[config.mk]
export PLATFORM = sky130hd
export DESIGN_NAME = counter_sequencer_flat
export DESIGN_NICKNAME = d
export VERILOG_FILES = /design/src/rtl/counter_seq_pkg.sv /design/src/rtl/counter_sequencer_if.sv /design/src/rtl/counter_sequencer_period_fifo.sv /design/src/rtl/counter_sequencer.sv /design/src/flat_wrapper.sv
export SDC_FILE = /design/constraint.sdc
export NUM_CORES = 1
export LEC_CHECK = 0
export BUFFER_PORTS_ARGS = -buffer_cell sky130_fd_sc_hd__buf_2
export CAP_MARGIN = 20
export CELL_PAD_IN_SITES_DETAIL_PLACEMENT = 0
export CELL_PAD_IN_SITES_GLOBAL_PLACEMENT = 1
export CORE_MARGIN = 5
export CORE_UTILIZATION = 36
export DETAILED_ROUTE_END_ITERATION = 8
export PLACE_DENSITY = 0.66
export SLEW_MARGIN = 5
export SYNTH_ARGS = -nofsm -noshare
export SYNTH_HDL_FRONTEND = slang
export SYNTH_SLANG_ARGS = --single-unit
[constraint.sdc]
create_clock -name clk -period 8.65 [get_ports clk]
set_input_delay 0.4325 -clock clk [delete_from_list [all_inputs] [get_ports clk]]
set_output_delay 0.4325 -clock clk [all_outputs]
set_load 0.005 [all_outputs]
[src/rtl/counter_seq_pkg.sv]
// Shared widths and FSM encoding for the counter sequencer slice.
package counter_seq_pkg;

    localparam int CS_WIDTH      = 32;
    localparam int CS_FIFO_DEPTH = 4;
    localparam int CS_TALLY_W    = 16;
    localparam int CS_LVL_W      = $clog2(CS_FIFO_DEPTH) + 1;

    typedef enum logic [1:0] {
        S_IDLE  = 2'd0,
        S_START = 2'd1,
        S_RUN   = 2'd2,
        S_DONE  = 2'd3
    } seq_state_e;

endpackage

[src/rtl/counter_sequencer_if.sv]
// Valid/ready period push port between the CPU/ML pipeline and the sequencer.
interface counter_sequencer_if #(
    parameter int W = 32
) ();
    logic         per_valid;
    logic [W-1:0] per_data;
    logic         per_ready;

    modport master (output per_valid, output per_data, input  per_ready);
    modport slave  (input  per_valid, input  per_data, output per_ready);
endinterface

[src/rtl/counter_sequencer_period_fifo.sv]
// Synchronous period queue: valid/ready push, pop strobe, head data and fill level.
module period_fifo #(
    parameter int WIDTH = 32,
    parameter int DEPTH = 4,
    localparam int AW   = $clog2(DEPTH)
) (
    input  logic             clk,
    input  logic             rst_n,
    input  logic             push_valid_i,
    input  logic [WIDTH-1:0] push_data_i,
    output logic             push_ready_o,
    input  logic             pop_i,
    output logic [WIDTH-1:0] head_o,
    output logic [AW:0]      level_o
);

    logic [WIDTH-1:0] mem_q [DEPTH];
    logic [AW:0]      wr_q, wr_d;
    logic [AW:0]      rd_q, rd_d;
    logic             push;

    // Pointers carry one extra bit so full and empty are distinguishable.
    assign level_o      = wr_q - rd_q;
    assign push_ready_o = (level_o != (AW+1)'(DEPTH));
    assign push         = push_valid_i && push_ready_o;
    assign head_o       = mem_q[rd_q[AW-1:0]];

    always_comb begin
        wr_d = wr_q;
        rd_d = rd_q;
        if (push)  wr_d = wr_q + 1'b1;
        if (pop_i) rd_d = rd_q + 1'b1;
    end

    always_ff @(posedge clk or negedge rst_n) begin
        if (!rst_n) begin
            wr_q <= '0;
            rd_q <= '0;
        end else begin
            wr_q <= wr_d;
            rd_q <= rd_d;
        end
    end

    always_ff @(posedge clk) begin
        if (push) mem_q[wr_q[AW-1:0]] <= push_data_i;
    end

endmodule

[src/rtl/counter_sequencer.sv]
// Launches queued periods into the external upcounter and tallies completions.
// Optional sticky completion interrupt: define COUNTER_SEQ_IRQ_EN.
module counter_sequencer
    import counter_seq_pkg::*;
#(
    parameter int WIDTH      = CS_WIDTH,
    parameter int FIFO_DEPTH = CS_FIFO_DEPTH,
    parameter int TALLY_W    = CS_TALLY_W,
    localparam int LVL_W     = $clog2(FIFO_DEPTH) + 1
) (
    input  logic                clk,
    input  logic                rst_n,
    counter_sequencer_if.slave  per_if,
    input  logic                enable_i,
    output logic [WIDTH-1:0]    cnt_load_o,
    output logic                cnt_start_o,
    input  logic [WIDTH-1:0]    cnt_count_i,
    output logic                period_done_o,
    output logic                busy_o,
    output logic [TALLY_W-1:0]  done_tally_o,
    output logic [LVL_W-1:0]    fifo_level_o,
    input  logic                irq_clr_i,
    output logic                irq_o
);

    seq_state_e         state_q, state_d;
    logic [WIDTH-1:0]   load_q, load_d;
    logic [TALLY_W-1:0] tally_q, tally_d;
    logic [WIDTH-1:0]   fifo_head;
    logic               fifo_pop;
    logic               fifo_empty;
    logic               can_launch;

    period_fifo #(
        .WIDTH (WIDTH),
        .DEPTH (FIFO_DEPTH)
    ) u_fifo (
        .clk          (clk),
        .rst_n        (rst_n),
        .push_valid_i (per_if.per_valid),
        .push_data_i  (per_if.per_data),
        .push_ready_o (per_if.per_ready),
        .pop_i        (fifo_pop),
        .head_o       (fifo_head),
        .level_o      (fifo_level_o)
    );

    assign fifo_empty = (fifo_level_o == '0);
    assign can_launch = enable_i && !fifo_empty;

    // Launch decisions only look at the registered level, so a push into an
    // empty queue is never popped in the same cycle.
    always_comb begin
        state_d  = state_q;
        load_d   = load_q;
        fifo_pop = 1'b0;
        tally_d  = tally_q;
        unique case (state_q)
            S_IDLE: begin
                if (can_launch) begin
                    fifo_pop = 1'b1;
                    load_d   = fifo_head;
                    state_d  = S_START;
                end
            end
            S_START: state_d = S_RUN;
            S_RUN: begin
                if (cnt_count_i == load_q) state_d = S_DONE;
            end
            S_DONE: begin
                tally_d = tally_q + 1'b1;
                if (can_launch) begin
                    fifo_pop = 1'b1;
                    load_d   = fifo_head;
                    state_d  = S_START;
                end else begin
                    state_d  = S_IDLE;
                end
            end
            default: state_d = S_IDLE;
        endcase
    end

    always_ff @(posedge clk or negedge rst_n) begin
        if (!rst_n) begin
            state_q <= S_IDLE;
            load_q  <= '0;
            tally_q <= '0;
        end else begin
            state_q <= state_d;
            load_q  <= load_d;
            tally_q <= tally_d;
        end
    end

    assign cnt_load_o    = load_q;
    assign cnt_start_o   = (state_q == S_START);
    assign period_done_o = (state_q == S_DONE);
    assign busy_o        = (state_q == S_START) || (state_q == S_RUN);
    assign done_tally_o  = tally_q;

`ifdef COUNTER_SEQ_IRQ_EN
    logic irq_q;

    // A completion in the same cycle as a clear leaves the interrupt set.
    always_ff @(posedge clk or negedge rst_n) begin
        if (!rst_n)                  irq_q <= 1'b0;
        else if (state_q == S_DONE)  irq_q <= 1'b1;
        else if (irq_clr_i)          irq_q <= 1'b0;
    end

    assign irq_o = irq_q;
`else
    logic unused_irq_clr;
    assign unused_irq_clr = irq_clr_i;
    assign irq_o          = 1'b0;
`endif

endmodule
[src/flat_wrapper.sv]
// flat-port wrapper written by rule: the top's interface ports become plain ports
module counter_sequencer_flat import counter_seq_pkg::*;
#(
    parameter int WIDTH      = CS_WIDTH,
    parameter int FIFO_DEPTH = CS_FIFO_DEPTH,
    parameter int TALLY_W    = CS_TALLY_W,
    localparam int LVL_W     = $clog2(FIFO_DEPTH) + 1
)
  (clk, rst_n, enable_i, cnt_load_o, cnt_start_o, cnt_count_i, period_done_o, busy_o, done_tally_o, fifo_level_o, irq_clr_i, irq_o, per_if_per_valid, per_if_per_data, per_if_per_ready);
  counter_sequencer_if per_if_i ();
  input  logic clk;
  input  logic rst_n;
  input  logic enable_i;
  output logic [WIDTH-1:0] cnt_load_o;
  output logic cnt_start_o;
  input  logic [WIDTH-1:0] cnt_count_i;
  output logic period_done_o;
  output logic busy_o;
  output logic [TALLY_W-1:0] done_tally_o;
  output logic [LVL_W-1:0] fifo_level_o;
  input  logic irq_clr_i;
  output logic irq_o;
  input wire logic [$bits(per_if_i.per_valid)-1:0] per_if_per_valid;
  input wire logic [$bits(per_if_i.per_data)-1:0] per_if_per_data;
  output wire logic [$bits(per_if_i.per_ready)-1:0] per_if_per_ready;
  assign per_if_i.per_valid = per_if_per_valid;
  assign per_if_i.per_data = per_if_per_data;
  assign per_if_per_ready = per_if_i.per_ready;
  counter_sequencer #(.WIDTH(WIDTH), .FIFO_DEPTH(FIFO_DEPTH), .TALLY_W(TALLY_W)) u_core (.clk(clk), .rst_n(rst_n), .per_if(per_if_i), .enable_i(enable_i), .cnt_load_o(cnt_load_o), .cnt_start_o(cnt_start_o), .cnt_count_i(cnt_count_i), .period_done_o(period_done_o), .busy_o(busy_o), .done_tally_o(done_tally_o), .fifo_level_o(fifo_level_o), .irq_clr_i(irq_clr_i), .irq_o(irq_o));
endmodule
==> flow_metrics.tcl <==
set metrics [dict create \
    crit_fanout 35 \
    dr.first_iter.drc_count 165 \
    hold_class "input port to asynchronous set/reset pin" \
    fin_area_sq_mm 0.00900 \
    area_growth_pct 19.1 \
    wl_per_cell_um 19.2 \
    grt_usage_pct 13.5 \
    synth-seq-cells 184 \
    syn_area_sq_mm 0.00756 \
    rsz0062_at_grt "false" \
    worst_setup_path_end_kind "flip-flop" \
    p_per_area_mw_per_mm2 368 \
    clk_pin_slew_ns 0.06 \
    ctsResizeCount 0 \
    hpwlAfterDp_um 9950 \
    rr_endpoint "u_core.cnt_load_o[10]" \
    fillers 1897 \
    hold_viol_final 0 \
    cts_max_path_buffers 2 \
    start_kind "flip-flop" \
    irDropWorstVdd_mv 0.153 \
    drv_cap 0 \
    post_cts_buffers 0 \
    die_height_um 155 \
    gp_congestion 0.738 \
    cts_hold_buf 0 \
    rows 53 \
    r2r_start "u_core.u_fifo.rd_q[1]" \
    drt-pass1-iter-count 6 \
    grt.overflow.total 0 \
    cts_buffers 17 \
    synth_nets 472 \
    worst_slew_margin_rel_pct 34.8 \
    fin_crit_ns 3.22 \
    die_area_sq_mm 0.0240 \
    drc 0 \
    required_ns 8.95 \
    ys_warn_count 0 \
    antenna_found_initial 0 \
    wl_um 15500 \
    reg2reg_slack_ns 5.43 \
    initial_core_util_pct 36.3 \
    drtAntennaViolNets 0 \
    post-route-util_pct 43.2 \
    fin_hold_ws_ns 0.178 \
    outcome "finished clean" \
    postPlaceCellArea_sq_mm 0.00842 \
    worstSetupPathType "flip-flop to flip-flop" \
    antennaDiodeCount 0 \
    htreeDepth 4 \
    synthDistinctLibCells 34 \
    cts_tree "built" \
    grt_pass1_wl_um 24100 \
    die_w_um 155 \
    grt_pass1_vias 4145 \
    fin_ws_ns 5.43 \
    worst_r2r_path_depth 7 \
    postSynthCellCount 390 \
    synth-seq-area-share_pct 69.4 \
    worstMarginPinSlew_ns 0.978 \
    core_sq_mm 0.0208 \
    via_per_inst 4.76 \
    p_leak_uw 0.00350 \
    grt_max_degree 57 \
    final_layout_size_suffix_gt1_share_pct 42.4 \
    num_io_pins 125 \
    timing.fmax_mhz 310 \
    slowest_delay_ns 0.76 \
    dpl_worst_slack_ns 5.37 \
    clock_sinks 184 \
    critical_path.cell_chain "fa_1, xnor2_1, xnor2_2, o31ai_4, or2_2, buf_4, mux2_1" \
    cp_slowest_cell "dfrtp_2" \
    tns_ns 0 \
    cts-root-buf "clkbuf_16" \
    finalSetupViolations 0 \
    fin_nets 602 \
    portBuffers 122 \
    postSynthAreaPerCell_sq_um 19.4 \
    most-common-layout-cells "128 x edfxtp_1, 122 x buf_2, 54 x dfrtp_1, 46 x xnor2_1, 32 x mux4_2" \
    finalCritPeriodShare_pct 37.3 \
    clk_latency_ns 0.43 \
    fin_skew_ns 0.00855 \
    final_common_cell "edfxtp_1" \
    vias 3846 \
    slew_viol_final 0 \
    critPathArrivalTime_ns 3.53 \
]
==> cells by family (layout without fill, tap and decap cells) <==
kind of cell | count (synthesis) | in the layout | share of synthesized area (%)
compound gates | 5 | 5 | 0.679
mux | 67 | 67 | 16.1
buf+inv | 22 | 165 | 1.95
other cells | 1 | 1 | 0.0496
fa+ha+maj | 13 | 13 | 2.25
flops | 184 | 184 | 69.4
simple gates | 45 | 45 | 3.26
xor+xnor | 53 | 53 | 6.24
==> worst max path at each step <==
stage | startpoint | endpoint | slack (ns) | cells past startpoint
2_1_floorplan | u_core.u_fifo.wr_q[0] | u_core.u_fifo.mem_q[3][0] | 5.82 | 7
3_3_place_gp | u_core.u_fifo.rd_q[1] | u_core.cnt_load_o[11] | 5.42 | 7
3_5_place_dp | u_core.u_fifo.rd_q[1] | u_core.cnt_load_o[10] | 5.37 | 7
4_1_cts | u_core.u_fifo.rd_q[1] | u_core.cnt_load_o[10] | 5.35 | 7
5_1_grt | u_core.u_fifo.rd_q[1] | u_core.cnt_load_o[10] | 5.22 | 7
6_report | u_core.u_fifo.rd_q[1] | u_core.cnt_load_o[10] | 5.43 | 7
==> layout make-up <==
| class | count | area, sq um | share of cell area (%) |
|---|---|---|---|
| flip-flops and latches | 184 | 5250 | 58.3 |
| multi-input cells | 184 | 2170 | 24.1 |
| repair buffers | 125 | 633 | 7.04 |
| clock buffers | 19 | 433 | 4.81 |
| well taps | 275 | 344 | 3.82 |
| clock inverters | 13 | 140 | 1.56 |
| inverters | 8 | 30.0 | 0.334 |
==> state kept, by name (all words and copies together), names as in the netlist <==
signal               count
u_core.state_q           2
u_core.done_tally_o     16
u_core.u_fifo.rd_q       3
u_core.cnt_load_o       32
u_core.u_fifo.mem_q    128
u_core.u_fifo.wr_q       3
==> cells in the mapped netlist, drive strengths merged <==
library cell	count	area share [%]
ha	12	2.0
clkbuf	6	0.30
conb	1	0.050
nor2	5	0.28
inv	8	0.40
mux2	35	6.6
nand4	9	0.75
o31ai	1	0.28
a22oi	2	0.20
and4	3	0.35
mux4	32	9.5
nand3	9	0.60
edfxtp	128	51
nand2	8	0.40
or2	1	0.083
dfrtp	56	19
xor2	6	0.70
xnor2	47	5.5
buf	8	1.3
a221o	1	0.13
fa	1	0.26
o21ai	1	0.066
and3	5	0.41
nor3	1	0.066
and2	2	0.17
nor4	2	0.17
==> metrics by stage <==
step           std cells  power (uW)
5_1_grt              808        3520
3_5_place_dp         776        2620
2_1_floorplan        390        2250
6_report             808        3310
4_1_cts              808        3380
3_3_place_gp         776        2580
==> per-layer routing <==
| metal | global-route usage [%] | routed length (um) | up-vias | part of all wire (%) |
|---|---|---|---|---|
| met1 | 17.7 | 6850 | 1973 | 44 |
| met2 | 21.7 | 7590 | 111 | 49 |
| met4 | 4.37 | 173 | 0 | 1.1 |
| met3 | 4.01 | 919 | 12 | 5.9 |
| li1 | - | - | 1750 | - |
| met5 | 0 | 0 | - | 0 |
==> report_power, final <==
group / leakage, uW / internal [uW] / switching, uW / total, uW
combinational: 0.00137 / 615 / 517 / 1130
clock: 0.000278 / 429 / 332 / 760
sequential: 0.00185 / 1240 / 186 / 1420
==> critical path, delay by kind of cell, from the launching register on <==
kind | cells | cell delay [ns]
AOI/OAI and AO/OA | 1 | 0.26
xor gates and xnor gates | 2 | 0.37
and+or+nand+nor | 1 | 0.17
adders and majority gates | 1 | 0.57
DFF | 1 | 0.76
muxes | 1 | 0.39
buffers and inverters | 1 | 0.57
No activity file was read; power rests on OpenSTA's default activity.
